**config.mk**
```make
export PLATFORM = sky130hd
export DESIGN_NAME = row_buffer_ctrl
export DESIGN_NICKNAME = d
export VERILOG_FILES = /design/src/rtl/row_buf_ctrl_pkg.sv /design/src/rtl/frame_pos_counter.sv /design/src/rtl/row_buffer_ctrl.sv
export SDC_FILE = /design/constraint.sdc
export NUM_CORES = 1
export LEC_CHECK = 0
export BUFFER_PORTS_ARGS = -buffer_cell sky130_fd_sc_hd__buf_2
export CAP_MARGIN = 25
export CORE_ASPECT_RATIO = 0.5
export CORE_MARGIN = 5
export CORE_UTILIZATION = 52
export CTS_BUF_LIST = sky130_fd_sc_hd__clkbuf_4 sky130_fd_sc_hd__clkbuf_8
export CTS_CLUSTER_SIZE = 16
export DETAILED_ROUTE_END_ITERATION = 6
export PLACE_DENSITY_LB_ADDON = 0.2
export SETUP_SLACK_MARGIN = 0.2
export SYNTH_ARGS = -nofsm -noshare
export SYNTH_HDL_FRONTEND = slang
export SYNTH_HIERARCHICAL = 1
export SYNTH_SLANG_ARGS = --single-unit
```
**constraint.sdc**
```tcl
create_clock -name clk -period 6.7 [get_ports clk]
set_input_delay 0.335 -clock clk [delete_from_list [all_inputs] [get_ports clk]]
set_output_delay 0.335 -clock clk [all_outputs]
set_load 0.01 [all_outputs]
```
**src/rtl/row_buf_ctrl_pkg.sv**
```systemverilog
// Shared types and constants for the 7x7 row-buffer sequencing controller.
// Latency: n/a (package only).
// Backpressure: n/a (package only).
package row_buf_ctrl_pkg;

    typedef enum logic [1:0] {
        IDLE   = 2'd0,
        PRIME  = 2'd1,
        STREAM = 2'd2,
        FLUSH  = 2'd3
    } state_t;

    // Bottom-border mux select encodings
    localparam logic [1:0] BTM_DIRECT   = 2'd0;
    localparam logic [1:0] BTM_3RD_LAST = 2'd1;
    localparam logic [1:0] BTM_2ND_LAST = 2'd2;
    localparam logic [1:0] BTM_LAST     = 2'd3;

    // Mask half-width of the 7x7 datapath; priming and flushing both span this many rows
    localparam int HALF_MASK  = 3;
    localparam int PRIME_ROWS = HALF_MASK;
    localparam int FLUSH_ROWS = HALF_MASK;

endpackage

```
**src/rtl/frame_pos_counter.sv**
```systemverilog
// Column/row position counter pair with enable, clear (to 0,0) and load (to col 1,row 0).
// Latency: registered, updates on the edge after en/clr/load.
// Backpressure: holds its value whenever en, clr and load are all low.
module frame_pos_counter #(
    parameter int COLS = 340,
    parameter int CW   = 9,
    parameter int RW   = 8
) (
    input  logic          clk,
    input  logic          rst,
    input  logic          en,
    input  logic          clr,
    input  logic          load,
    output logic [CW-1:0] col,
    output logic [RW-1:0] row,
    output logic          col_wrap
);

    localparam logic [CW-1:0] COL_LAST = CW'(COLS - 1);

    // The next enabled step wraps the column and advances the row
    assign col_wrap = (col == COL_LAST);

    // Clear beats load beats count; load marks the sof pixel as already taken
    always_ff @(posedge clk or posedge rst) begin
        if (rst) begin
            col <= '0;
            row <= '0;
        end else if (clr) begin
            col <= '0;
            row <= '0;
        end else if (load) begin
            col <= CW'(1);
            row <= '0;
        end else if (en) begin
            if (col_wrap) begin
                col <= '0;
                row <= row + RW'(1);
            end else begin
                col <= col + CW'(1);
            end
        end
    end

endmodule

```
**src/rtl/row_buffer_ctrl.sv**
```systemverilog
// Frame sequencer for the 7x7 row buffer: prime/stream/flush, border selects, output coordinates.
// Latency: column (r,c) is valid in the same cycle as the handshake of pixel (r+3,c); selects are combinational.
// Backpressure: out_ready low stalls input in STREAM and stalls flush; optional sof resync via ROW_CTRL_SOF_RESYNC_EN.
module row_buffer_ctrl
    import row_buf_ctrl_pkg::*;
#(
    parameter int ROW_WIDTH = 340,
    parameter int NUM_ROWS  = 240,
    localparam int CW = $clog2(ROW_WIDTH),
    localparam int RW = $clog2(NUM_ROWS)
) (
    input  logic          clk,
    input  logic          reset,
    input  logic          pix_in_valid,
    input  logic          pix_in_sof,
    output logic          pix_in_ready,
    input  logic          out_ready,
    output logic          buf_shift_en,
    output logic          sel_top_row,
    output logic [1:0]    sel_btm_row,
    output logic          col_valid,
    output logic [RW-1:0] out_row,
    output logic [CW-1:0] out_col,
    output logic          out_sof,
    output logic          out_eol,
    output logic          frame_done,
    output logic          sync_err
);

    localparam logic [CW-1:0] COL_LAST   = CW'(ROW_WIDTH - 1);
    localparam logic [RW-1:0] ROW_LAST   = RW'(NUM_ROWS - 1);
    localparam logic [RW-1:0] PRIME_LAST = RW'(PRIME_ROWS - 1);
    localparam logic [RW-1:0] FLUSH_LAST = RW'(FLUSH_ROWS - 1);
    localparam logic [RW-1:0] ROW_OFS    = RW'(HALF_MASK);
    localparam logic [RW-1:0] FLUSH_BASE = RW'(NUM_ROWS - FLUSH_ROWS);

    state_t        state, state_nxt;
    logic [CW-1:0] col_cnt;
    logic [RW-1:0] row_cnt;
    logic          col_wrap;
    logic          cnt_en, cnt_clr, cnt_load;
    logic          done_nxt, resync, resync_req;

`ifdef ROW_CTRL_SOF_RESYNC_EN
    assign resync_req = pix_in_sof;
`else
    assign resync_req = 1'b0;
`endif

    frame_pos_counter #(
        .COLS (ROW_WIDTH),
        .CW   (CW),
        .RW   (RW)
    ) u_pos (
        .clk      (clk),
        .rst      (reset),
        .en       (cnt_en),
        .clr      (cnt_clr),
        .load     (cnt_load),
        .col      (col_cnt),
        .row      (row_cnt),
        .col_wrap (col_wrap)
    );

    // State register plus the registered one-cycle pulses
    always_ff @(posedge clk or posedge reset) begin
        if (reset) begin
            state      <= IDLE;
            frame_done <= 1'b0;
            sync_err   <= 1'b0;
        end else begin
            state      <= state_nxt;
            frame_done <= done_nxt;
            sync_err   <= resync;
        end
    end

    // Next state, counter controls and all per-cycle buffer/handshake outputs
    always_comb begin
        state_nxt    = state;
        pix_in_ready = 1'b0;
        buf_shift_en = 1'b0;
        sel_top_row  = 1'b0;
        sel_btm_row  = BTM_DIRECT;
        col_valid    = 1'b0;
        out_row      = '0;
        out_col      = '0;
        cnt_en       = 1'b0;
        cnt_clr      = 1'b0;
        cnt_load     = 1'b0;
        done_nxt     = 1'b0;
        resync       = 1'b0;
        case (state)
            IDLE: begin
                pix_in_ready = 1'b1;
                // Non-sof pixels are accepted and dropped so upstream cannot wedge
                if (pix_in_valid && pix_in_sof) begin
                    buf_shift_en = 1'b1;
                    sel_top_row  = 1'b1;
                    cnt_load     = 1'b1;
                    state_nxt    = PRIME;
                end
            end
            PRIME: begin
                pix_in_ready = 1'b1;
                sel_top_row  = 1'b1;
                if (pix_in_valid) begin
                    buf_shift_en = 1'b1;
                    if (resync_req) begin
                        cnt_load = 1'b1;
                        resync   = 1'b1;
                    end else begin
                        cnt_en = 1'b1;
                        if (col_wrap && row_cnt == PRIME_LAST) begin
                            state_nxt = STREAM;
                        end
                    end
                end
            end
            STREAM: begin
                pix_in_ready = out_ready;
                if (pix_in_valid && out_ready) begin
                    buf_shift_en = 1'b1;
                    if (resync_req) begin
                        // The restarting pixel is row 0 of a new frame, so it primes
                        sel_top_row = 1'b1;
                        cnt_load    = 1'b1;
                        resync      = 1'b1;
                        state_nxt   = PRIME;
                    end else begin
                        col_valid = 1'b1;
                        cnt_en    = 1'b1;
                        out_row   = row_cnt - ROW_OFS;
                        out_col   = col_cnt;
                        if (col_wrap && row_cnt == ROW_LAST) begin
                            cnt_clr   = 1'b1;
                            state_nxt = FLUSH;
                        end
                    end
                end
            end
            FLUSH: begin
                case (row_cnt[1:0])
                    2'd0:    sel_btm_row = BTM_3RD_LAST;
                    2'd1:    sel_btm_row = BTM_2ND_LAST;
                    default: sel_btm_row = BTM_LAST;
                endcase
                if (out_ready) begin
                    buf_shift_en = 1'b1;
                    col_valid    = 1'b1;
                    cnt_en       = 1'b1;
                    out_row      = FLUSH_BASE + row_cnt;
                    out_col      = col_cnt;
                    if (col_wrap && row_cnt == FLUSH_LAST) begin
                        cnt_clr   = 1'b1;
                        done_nxt  = 1'b1;
                        state_nxt = IDLE;
                    end
                end
            end
            default: state_nxt = IDLE;
        endcase
    end

    assign out_sof = col_valid && (out_row == '0) && (out_col == '0);
    assign out_eol = col_valid && (out_col == COL_LAST);

endmodule

```
Yosys cells after proc, flatten, opt, wreduce, memory -nomap -nowiden --
Cells that the tools add are included. Widths: inputs -> output; s select.
Storage, ports and cells: flip-flop bits (word level) 20, latch bits 0, bits in writable memories 0, ROM bits 0, input port bits 5, output and inout bits 27, logic and storage cells 79, memories 0
Operators by class: $add $sub $neg 4, multiply operators 0, divide/modulo/power cells 0, $lt $le $gt $ge 0, equal/unequal tests 15, shift-type cells 0, multiplexer cells 40, bitwise gates (word level) 0, reduce and logical (&&, ||, !) cells 16
Operators with widths (number):
- $mux 9 | 6
- $mux 8 | 6
- $eq 9x9->1 const B | 2
- $pmux 9 s2 | 1
- $mux 2 | 8
- $pmux 8 s2 | 1
- $ne 2x2->1 const B | 7
- $mux 1 | 10
- $add 9x1->9 const B | 1
- $logic_not 9->1 | 1
- $add 8x1->8 const B | 1
- $add 8x8->8 const A | 1
- $eq 8x2->1 const B | 1
- $eq 8x8->1 const B | 1
- $logic_not 8->1 | 1
- $pmux 1 s2 | 4
- $pmux 2 s4 | 1
- $sub 8x2->8 const B | 1
- $logic_and 1x1->1 | 7
- $reduce_and 7->1 | 1
- $reduce_bool 3->1 | 2
- $eq 2x1->1 const B | 2
- $eq 2x2->1 const B | 2
- $logic_not 2->1 | 2
- other kinds (5) | 5

Longest topological paths before layout --
depth in word-level cells 7, gate-level depth with buffers 12, gate-level depth less buffers 11

Modules after synthesis --
Netlist, hierarchy kept.
Modules (own cells, without submodules):
- frame_pos_counter | instances 1, cells each 98, area each 954.7 sq um, seq. area each 425.4 sq um
- row_buffer_ctrl | instances 1, cells each 110, area each 764.5 sq um, seq. area each 75.1 sq um

Worst setup path before layout --
No wires, ideal clock.
path type flip-flop to flip-flop, start point register state[0], end point register u_pos.row[5], setup time 78 ps, arrival 2356 ps, data required time 6622 ps, slack 4266 ps, stages on the path, launching flop included 13, path buffers 1, period minus slack after synthesis 2434 ps, cells stage by stage dfrtp_1 > inv_1 > ha_1 > and2_1 > o21ai_2 > inv_1 > a21oi_1 > nor2_1 > clkbuf_2 > and2_1 > nand4b_4 > or4_1 > a21oi_1
Between the ends: longest elaborated chain between the ends 4, elaborated cells between the ends (all ways) 12, those cells by class eq/ne: 3; mux: 5; reduce/logical: 4
Ends and longest elaborated chain:
- start: declaration | RTL line row_buffer_ctrl.sv:37 | state_t state, state_nxt;
- start signal: assignment | RTL line row_buffer_ctrl.sv:72 | state <= state_nxt;
- $eq 2x2->1 / $eq 2x1->1 (equally long branches) | RTL line row_buffer_ctrl.sv:93 | case (state)
- $pmux 1 s3 (*) | RTL line row_buffer_ctrl.sv:93
- net cnt_en | RTL line row_buffer_ctrl.sv:41 | logic cnt_en, cnt_clr, cnt_load;
- $reduce_bool 3->1 (no source line) (*)
- $reduce_and 2->1 (no source line) (*)
- end signal: assignment | RTL line frame_pos_counter.sv:38 | row <= row + RW'(1);
- end: declaration | RTL line frame_pos_counter.sv:15 | output logic [RW-1:0] row,
Mark *: on every way through the listed nets, which the timed path passes. The rest lies on a longest branch. A chain may end at the register's enable or synchronous reset.

Final worst setup path --
Same ends and word-level chain as after synthesis.

==> impl_metrics.tcl <==
set metrics [dict create \
    end_kind "flop" \
    period_share 0.458 \
    cp.required_ps 6890 \
    max_freq_mhz 326 \
    syn_avg_cell_area_um2 8.27 \
    num_rows 14 \
    start_util 0.558 \
    seqPwrFrac 0.308 \
    synth.top_cell.area_share 0.291 \
    hold_path_class "in2reg" \
    peakVddDrop_uv 212 \
    seq_area_frac_synth 0.291 \
    critical_path_arrival_ps 3250 \
    drc 0 \
    clockBufferDepth 2 \
    grt_overflow 0 \
    synth_area_um2 1720 \
    power.switching_w 0.000223 \
    startpoint_type "flop" \
    ys_seq_elements 20 \
    tightest_slew_ps 671 \
    yosys.area.top_type "dfrtp_1" \
    rsz0062_at_grt "false" \
    routabilityCongestion 0.977 \
    synth_common_cells "dfrtp_1, nor2_1, inv_1" \
    ys_warn_count 6 \
    antenna_cells 0 \
    clockPowerShare 0.216 \
    path_max_fanout 13 \
    dr.pass1.iters 4 \
    grt_pass1_wl_mm 7.22 \
    drive_gt1_frac 0.195 \
    yosysUniqueCellTypes 55 \
    die_h_um 50.7 \
    cts_tree "built" \
    ant_nets 0 \
    drtIter0Drc 108 \
    cp_slowest_cell "or4_1" \
    intPower_w 0.000330 \
    grt_usage 0.187 \
    clkTransAtPathRegs_ps 70 \
    fin_worst_skew_ps 4.10 \
    hold_viol_final 0 \
    portBuffers 30 \
    postSynthCellCount 208 \
    via_per_inst 6.04 \
    drt_wl_total_mm 4.23 \
    report.final.slew_viol_count 0 \
    fin_nets 252 \
    antenna_found_initial 0 \
    grt_max_degree 18 \
    cts_setup_buffers 0 \
    cts_sinks 20 \
    hpwlAfterDp_mm 3.28 \
    die_w_um 91.3 \
    cts_max_level 1 \
    p_per_area_nw_per_um2 282 \
    synth_edf_count 0 \
    synthFlopType "dfrtp_1" \
    sw_frac_of_total 0.403 \
    layout_min_cycle_time_ps 3070 \
    finalSetupTns_ps 0 \
    path_class "reg2reg" \
    core_um2 3080 \
    timing.hold.ws_ps 479 \
    grt_pass1_vias 1489 \
    slew_headroom 0.552 \
    cts_buffers 3 \
    wl_per_cell_um 15.3 \
    synth_fp_nets 223 \
    status "complete, no violations" \
    dieArea_um2 4630 \
    io_pins 32 \
    clock_latency_ps 260 \
    via_count 1668 \
    p_total_w 0.000553 \
    cap_viol_max_count 0 \
    ys_async_sr_fraction 1.00 \
    nFillCells 279 \
    setup-violations-final 0 \
    path_cells "inv_1, ha_1, and2_1, o21ai_2, inv_1, a21oi_1, nor2_1, and2_1, nand4b_4, or4_1, a21oi_1" \
    cp_slowest_stage_delay_ps 530 \
    hold_buffers 1 \
    netlist_top_cells_area "dfrtp_1, ha_1, and2_1" \
    cts_resized 0 \
    cts_root_buffer "clkbuf_8" \
    power_leakage_nw 0.985 \
    power_frac_comb 0.476 \
    syn_to_final_growth_pct 14.1 \
]
==> cell usage in the layout, fill, tap and decap left out, types with 4 or more instances in the layout <==
master	netlist	layout
buf_2	0	30
nor2_1	20	20
dfrtp_1	20	20
inv_1	14	14
a21oi_1	13	13
o21ai_0	12	12
and2_1	12	12
nand2_1	12	12
ha_1	10	10
nand3_1	8	8
nand4_1	5	5
or3_1	4	4
xor2_1	4	4
nor3_1	4	4
or4_1	4	4
==> final cells by class <==
| type | count | area (um2) | area share |
|---|---|---|---|
| Multi-Input combinational cell | 167 | 1130 | 0.575 |
| Sequential cell | 20 | 500 | 0.255 |
| Timing Repair Buffer | 31 | 160 | 0.0816 |
| Inverter | 14 | 52.6 | 0.0268 |
| Tap cell | 40 | 50.0 | 0.0255 |
| Clock buffer | 3 | 41.3 | 0.0210 |
| Clock inverter | 1 | 30.0 | 0.0153 |
==> power by group through the flow <==
stage	combinational [W]	clock, W	sequential, W
4_1_cts	0.000262	0.000122	0.000169
2_1_floorplan	0.000191	0	0.000163
6_report	0.000263	0.000119	0.000170
3_3_place_gp	0.000255	0	0.000170
3_5_place_dp	0.000261	0	0.000172
5_1_grt	0.000293	0.000129	0.000175
==> through the flow <==
step	util	setup WS (ps)	area, um2	cells
floorplan	-	4270	1720	208
global placement	0.610	3840	1880	271
detailed placement	0.610	3700	1880	271
CTS	0.636	3680	1960	276
global route	0.636	3400	1960	276
finish	0.636	3630	1960	276
==> sequential cells by signal (all words and copies together), names as in the netlist <==
signal      count
u_pos/row       8
state           2
frame_done      1
u_pos/col       9
==> final timing paths <==
path                       slack [ps]                        to  cells after the start                  from
setup / recovery                 3630  u_pos/row[5]$_DFFE_PP0P_                     11  state[0]$_DFFE_PP0P_
hold / removal                    480      frame_done$_DFF_PP0_                      3             out_ready
setup reg to reg                 3630  u_pos/row[5]$_DFFE_PP0P_                     11  state[0]$_DFFE_PP0P_
hold reg to reg                   580      state[0]$_DFFE_PP0P_                      1  state[0]$_DFFE_PP0P_
max in group asynchronous        5550  u_pos/row[4]$_DFFE_PP0P_                      3                 reset
min in group asynchronous         490      state[0]$_DFFE_PP0P_                      3                 reset
==> worst max-delay path: cells and delay by family, from the launching register on <==
family	cells	cell delay (ps)
simple gates	5	1590
buf+inv	2	350
flops	1	420
compound gates	3	360
fa+ha+maj	1	280
==> logic make-up (layout without fill, tap and decap cells) <==
logic type               count (synthesis)  in the layout  share of synthesized area
AND/OR/NAND/NOR                         98             98                      0.346
AO/OA/AOI/OAI                           47             47                      0.175
buffers and inverters                   21             49                     0.0531
flip-flops                              20             20                      0.291
adder cells (fa/ha/maj)                 12             12                     0.0844
XOR/XNOR                                 6              6                     0.0306
multiplexers                             3              3                     0.0182
other                                    1              1                    0.00218
==> per-layer routing <==
metal | track usage | wire (um) | vias to the layer above
li1 | - | - | 817
met1 | 0.264 | 2020 | 780
met2 | 0.303 | 1870 | 69
met3 | 0.0493 | 333 | 2
met4 | 0.0146 | 12 | 0
met5 | 0 | 0 | -
No activity file was read; power rests on OpenSTA's default activity.
